File: config.mk
export PLATFORM = sky130hd
export DESIGN_NAME = sdram_burst_unpack_dma
export DESIGN_NICKNAME = d
export VERILOG_FILES = /design/src/rtl/sdram_burst_unpack_dma.sv
export SDC_FILE = /design/constraint.sdc
export NUM_CORES = 1
export LEC_CHECK = 0
export ABC_AREA = 0
export BUFFER_PORTS_ARGS = -buffer_cell sky130_fd_sc_hd__buf_2
export CAP_MARGIN = 20
export CORE_ASPECT_RATIO = 1.75
export CORE_MARGIN = 3
export CORE_UTILIZATION = 39
export DETAILED_ROUTE_END_ITERATION = 10
export PLACE_DENSITY = 0.55
export SETUP_SLACK_MARGIN = 0.4
export SLEW_MARGIN = 10
export SYNTH_ARGS = -nofsm -noshare
export SYNTH_HDL_FRONTEND = slang
export SYNTH_SLANG_ARGS = --single-unit
File: constraint.sdc
create_clock -name clk -period 7.6 [get_ports clk]
set_clock_uncertainty 0.2 [all_clocks]
set_input_delay 1.52 -clock clk [delete_from_list [all_inputs] [get_ports clk]]
set_output_delay 1.52 -clock clk [all_outputs]
set_load 0.1 [all_outputs]
File: src/rtl/sdram_burst_unpack_dma.sv
// sdram_burst_unpack_dma: burst-reads SDRAM words into a FIFO and unpacks them into pixel RAM writes.
// Define SDRAM_DMA_ABORT_EN to add the abort input and aborted flag.
module sdram_burst_unpack_dma #(
    parameter int ADDR_W     = 29,
    parameter int DATA_W     = 64,
    parameter int LANE_W     = 16,
    parameter int PIX_W      = 12,
    parameter int DST_AW     = 10,
    parameter int BURST_MAX  = 8,
    parameter int FIFO_DEPTH = 16
) (
    input  logic              clk,
    input  logic              rst,
    input  logic              start,
    input  logic [ADDR_W-1:0] begin_address,
    input  logic [31:0]       word_count,
    output logic              busy,
    output logic              done,
    output logic [ADDR_W-1:0] avm_address,
    output logic              avm_read,
    output logic [7:0]        avm_burstcount,
    input  logic              avm_waitrequest,
    input  logic [DATA_W-1:0] avm_readdata,
    input  logic              avm_readdatavalid,
    output logic [DST_AW-1:0] dst_address,
    output logic [PIX_W-1:0]  dst_data,
    output logic              dst_we,
    input  logic              dst_ready,
    output logic              dst_clk
`ifdef SDRAM_DMA_ABORT_EN
    ,
    input  logic              abort,
    output logic              aborted
`endif
);
    localparam int LANES = DATA_W / LANE_W;
    localparam int LW = LANES > 1 ? $clog2(LANES) : 1;
    localparam int PW = $clog2(FIFO_DEPTH);
    localparam int CW = PW + 1;
    localparam logic [CW-1:0] PUSH_LIMIT = CW'(FIFO_DEPTH - BURST_MAX);
    localparam logic [LW-1:0] LAST_LANE = LW'(LANES - 1);

    typedef enum logic [1:0] {IDLE, ISSUE, RECV, DRAIN} state_t;

    state_t            state;
    logic [31:0]       remaining;
    logic [7:0]        pending;
    logic [7:0]        next_bc;
    logic [DATA_W-1:0] mem [FIFO_DEPTH];
    logic [PW-1:0]     wr_ptr, rd_ptr;
    logic [CW-1:0]     cnt;
    logic [DATA_W-1:0] word;
    logic [LW-1:0]     lane;
    logic              held, push, pop, lane_done, start_ok, flush, drop;

`ifdef SDRAM_DMA_ABORT_EN
    assign flush = abort && busy;
    assign drop  = aborted || flush;
    always_ff @(posedge clk)
        aborted <= rst ? 1'b0 : start_ok ? 1'b0 : flush ? 1'b1 : aborted;
`else
    assign flush = 1'b0;
    assign drop  = 1'b0;
`endif

    assign dst_clk   = clk;
    assign start_ok  = start && state == IDLE;
    // Beats are only accepted while a burst is outstanding; anything else is stray.
    assign push      = state == RECV && avm_readdatavalid && !drop;
    assign lane_done = held && dst_ready && lane == LAST_LANE;
    assign pop       = cnt != '0 && (!held || lane_done);
    assign next_bc   = remaining >= 32'(BURST_MAX) ? 8'(BURST_MAX) : remaining[7:0];
    assign dst_we    = held;
    assign dst_data  = word[lane*LANE_W +: PIX_W];

    always_ff @(posedge clk) begin
        if (rst) begin
            state          <= IDLE;
            busy           <= 1'b0;
            done           <= 1'b0;
            avm_read       <= 1'b0;
            avm_address    <= '0;
            avm_burstcount <= '0;
            remaining      <= '0;
            pending        <= '0;
        end else begin
            done <= 1'b0;
            case (state)
                IDLE: if (start) begin
                    avm_address <= begin_address;
                    remaining   <= word_count;
                    busy        <= word_count != 0;
                    done        <= word_count == 0;
                    state       <= word_count != 0 ? ISSUE : IDLE;
                end
                ISSUE: if (avm_read) begin
                    if (!avm_waitrequest) begin
                        avm_read    <= 1'b0;
                        avm_address <= avm_address + ADDR_W'(avm_burstcount);
                        remaining   <= remaining - 32'(avm_burstcount);
                        pending     <= avm_burstcount;
                        state       <= RECV;
                    end
                end else if (drop) begin
                    state <= DRAIN;
                end else if (cnt <= PUSH_LIMIT) begin
                    avm_read       <= 1'b1;
                    avm_burstcount <= next_bc;
                end
                RECV: if (avm_readdatavalid) begin
                    pending <= pending - 8'd1;
                    if (pending == 8'd1) state <= (remaining != 0 && !drop) ? ISSUE : DRAIN;
                end
                DRAIN: if (cnt == '0 && (!held || lane_done)) begin
                    done  <= 1'b1;
                    busy  <= 1'b0;
                    state <= IDLE;
                end
            endcase
        end
    end

    always_ff @(posedge clk)
        if (push) mem[wr_ptr] <= avm_readdata;

    always_ff @(posedge clk) begin
        if (rst || flush) begin
            wr_ptr <= '0;
            rd_ptr <= '0;
            cnt    <= '0;
        end else begin
            if (push) wr_ptr <= wr_ptr + PW'(1);
            if (pop) rd_ptr <= rd_ptr + PW'(1);
            cnt <= cnt + CW'(push) - CW'(pop);
        end
    end

    // Popping on the last accepted lane keeps the pixel stream bubble-free.
    always_ff @(posedge clk) begin
        if (rst) begin
            held        <= 1'b0;
            lane        <= '0;
            word        <= '0;
            dst_address <= '0;
        end else begin
            if (start_ok) dst_address <= '0;
            else if (held && dst_ready) dst_address <= dst_address + DST_AW'(1);
            if (flush) begin
                held <= 1'b0;
            end else if (pop) begin
                word <= mem[rd_ptr];
                lane <= '0;
                held <= 1'b1;
            end else if (lane_done) begin
                held <= 1'b0;
            end else if (held && dst_ready) begin
                lane <= lane + LW'(1);
            end
        end
    end
endmodule

# ---- Yosys cells after proc, flatten, opt, wreduce, memory -nomap -nowiden
# Memories as Yosys holds them, arrays and structs flattened. A register that Yosys moved wholly into a read port is not among the register bits.
# Cells that the tools add are included.
dict set report totals {
  ram_bits 1024
  inputBits 131
  output_inout_bits 64
  n_memories 1
  reg_bits 108
  elab_cells 101
}
# name words width rd rd_clocked_by_memory_dff write_ports line
set memory_table {}
lappend memory_table {mem 16 64 1 1 1 49} ;# logic [DATA_W-1:0] mem [FIFO_DEPTH];
dict set report classes {
  mux 35
  magnitude_cmp 2
  shift 1
  n_reduce_logical 26
  bitwise_logic 2
  addsub 9
  eq_ne 11
}
# operator n
set ops {}
lappend ops {{$mux 32} 3}
lappend ops {{$mux 29} 3}
lappend ops {{$pmux 32 s2} 1}
lappend ops {{$reduce_bool 32->1} 2}
lappend ops {{$shiftx 64x7->12} 1}
lappend ops {{$pmux 29 s2} 1}
lappend ops {{$ge 32x4->1 const B} 1}
lappend ops {{$logic_not 32->1} 1}
lappend ops {{$mux 8} 4}
lappend ops {{$sub 32x8->32} 1}
lappend ops {{$add 29x8->29} 1}
lappend ops {{$pmux 8 s2} 1}
lappend ops {{$mux 2} 7}
lappend ops {{$mux 1} 12}
lappend ops {{$add 10x1->10 const B} 1}
lappend ops {{$ne 2x2->1 const B} 5}
lappend ops {{$add 4x1->4 const B} 2}
lappend ops {{$eq 8x1->1 const B} 1}
lappend ops {{$pmux 2 s4} 1}
lappend ops {{$reduce_and 4->1} 2}
lappend ops {{$reduce_bool 2->1} 4}
lappend ops {{$sub 8x1->8 const B} 1}
lappend ops {{$eq 2x2->1 const B} 3}
lappend ops {{$logic_and 1x1->1} 6}
lappend ops {{other kinds (17)} 21}

# ---- Depth between registers and ports, before layout
dict set report logic_depth {
  word_depth 6
  depth_mapped 16
  mapped_depth_nobuf 14
}

==> run_results.csv <==
group,metric,value,unit
layout,drive_gt1_frac,0.271,
layout,area_delta_synth_final,14.0,%
detailed_routing,drt-initial-drc-count,1472,
die,die_w,240,µm
timing,tightest_slew,1.13,ns
die,initial_core_util,0.395,
place,place_inst,3455,
logic_synthesis,synth_area_leaders,"edfxtp_1, mux4_2, dfxtp_1, nand2_1, a21oi_1",
timing,slew_headroom,0.245,
logic_synthesis,synth_largest_area_cell,"edfxtp_1",
logic_synthesis,ys_types,77,
timing,rsz0062_at_grt,"false",
run,max-cap-violations,0,
power_and_ir_drop,peakVddDrop,0.294,mV
global_routing,use_met3,0.0395,
global_routing,grt_use_met1,0.227,
min_path,hold_path.class,"flop to flop",
cts,cts_setup_buffers,0,
cts,ctsHoldBuffers,0,
detailed_routing,vias,20800,
timing,fin_tns_setup,0,ns
power_and_ir_drop,total_power,15.3,mW
place,place.gp.congestion,0.885,
global_routing,grt_overflow,0,
power_and_ir_drop,powerDensity,357,mW/mm²
logic_synthesis,syn_inst,2158,
die,num_io_pins,195,
worst_setup_path,worstPathArrival,4.33,ns
cts,clk-insertion-delay-late,0.78,ns
die,dieArea,0.100,mm²
timing,setup_viol,0,
global_routing,grt_pass1_wl,141,mm
power_and_ir_drop,p_leak,13.7,nW
timing,slew_viol_final,0,
global_routing,grt_max_degree,154,
logic_synthesis,synth-seq-area-share,0.698,
layout,fillers,8164,
global_routing,grt_util_met2,0.341,
cts,clkSlewWorstSetupHoldPaths,0.06,ns
timing,hold_slack,0.255,ns
place,dp_hpwl,53.3,mm
worst_setup_path,endpoint_kind,"output pin",
logic_synthesis,syn_area,0.0375,mm²
timing,report.final.hold_viol_count,0,
die,die_y,416,µm
worst_setup_path,path_class,"clock port to output pin",
detailed_routing,ant_nets,0,
worst_setup_path,critPathMaxFanout,2,
logic_synthesis,yosys-top-cells-count,"edfxtp_1, mux4_2, nand2_1, dfxtp_1, a21oi_1",
logic_synthesis,async_reset_ff_frac,0,
die,fp-row-count,149,
logic_synthesis,yosysWarnings,0,
logic_synthesis,ys_ff_latch,924,
layout,layout.nets,2510,
place,numPortBuffers,178,
place,place_area,0.0398,mm²
logic_synthesis,synth_top_flop_cell,"edfxtp_1",
detailed_routing,drt-vias-per-instance,5.73,
global_routing,grt_pass1_vias,21600,
logic_synthesis,postSynthNetCount,2330,
detailed_routing,post-route-drc-count,0,
global_routing,antenna_found_initial,15,
layout,design_area,0.0427,mm²
cts,post_cts_resized,0,
global_routing,busiest_layer,"met2",
detailed_routing,wl_per_cell,26.3,µm
detailed_routing,wl,95.3,mm
logic_synthesis,yosysTopAreaCellShare,0.615,
worst_setup_path,cp.required,5.88,ns
detailed_routing,dr.pass1.iters,5,
status,run_status,"completed",
layout,final_cells,3622,
global_routing,track_usage,0.192,
logic_synthesis,avgSynthCellArea,17.4,µm²
die,core-area,0.0949,mm²
worst_setup_path,startpoint_type,"clock port",
cts,cts_tree,"yes",
logic_synthesis,synth_edf_count,768,
logic_synthesis,synth_most_common_cell,"edfxtp_1",
[state kept, by name (all words and copies together) (netlist names)]
register	cells
done	1
avm_read	1
dst_we	1
mem	768
dst_address	10
remaining	32
rd_ptr	4
busy	1
avm_burstcount	8
pending	8
avm_address	29
lane	2
cnt	5
word	48
state	2
wr_ptr	4
[power breakdown]
part           switching (mW)  internal, mW
logic                    2.87          1.76
registers               0.366          5.77
clock network            1.94          2.56
[layer usage]
layer	share of wire	vias up
met1	0.38	10900
met2	0.53	630
met5	0.00077	-
met3	0.055	179
met4	0.036	12
li1	-	9026
[cells by family after synthesis]
| family | after synthesis | synth area share |
|---|---|---|
| AND/OR/NAND/NOR | 457 | 0.0576 |
| buffers and inverters | 154 | 0.0175 |
| XOR/XNOR | 30 | 0.00701 |
| AO/OA/AOI/OAI | 279 | 0.0481 |
| adder cells (fa/ha/maj) | 41 | 0.0143 |
| multiplexers | 273 | 0.157 |
| flip-flops | 924 | 0.698 |
[cell type report]
class	count	area, µm²	share of cell area
inverters	30	113	0.00263
multi-input cells	1080	10800	0.252
repair buffers	212	1190	0.0278
flip-flops and latches	924	26200	0.613
well taps	1208	1510	0.0354
clock inverters	44	442	0.0103
clock buffers	119	2490	0.0584
diodes	5	12.5	0.000293
[cells in the final DEF (no fill, tap or decap), drive strengths merged, types with 4 or more instances in the layout]
cell type	n
edfxtp	768
mux4	252
buf	213
nand2	187
dfxtp	156
clkbuf	118
a21oi	115
nor2	107
ha	38
inv	36
clkinv	29
nor3	28
nand3	27
o21ai	23
o211ai	22
a211oi	21
or3	18
nor4	18
a22oi	17
a31oi	17
and3	16
xor2	16
nand4	14
mux2i	14
xnor2	14
o22ai	12
a21o	11
nor2b	9
or4	9
mux2	7
bufinv	7
nand2b	6
and2	6
a2111oi	6
diode	5
o21a	5
a221oi	5
a311oi	4
[metrics by stage]
stage	setup WS, ns	util
floorplan	1.56	-
global placement	1.81	0.419
detailed placement	1.81	0.419
CTS	1.54	0.450
global route	1.54	0.450
finish	1.55	0.450
[critical path: stages]
cell and delay [ns]:
clkbuf_16 0.12, clkbuf_16 0.13, buf_2 0.28
[path summary, 6_finish.rpt]
check	from	endpoint	slack [ns]	cells past startpoint
hold reg to reg	word[10]	word[10]	0.26	2
setup / recovery	clk	dst_clk	1.55	3
hold / removal	word[10]	word[10]	0.26	2
setup reg to reg	lane[1]	cnt[4]	2.90	14
Note: power is estimated with default switching activity, not from simulation.
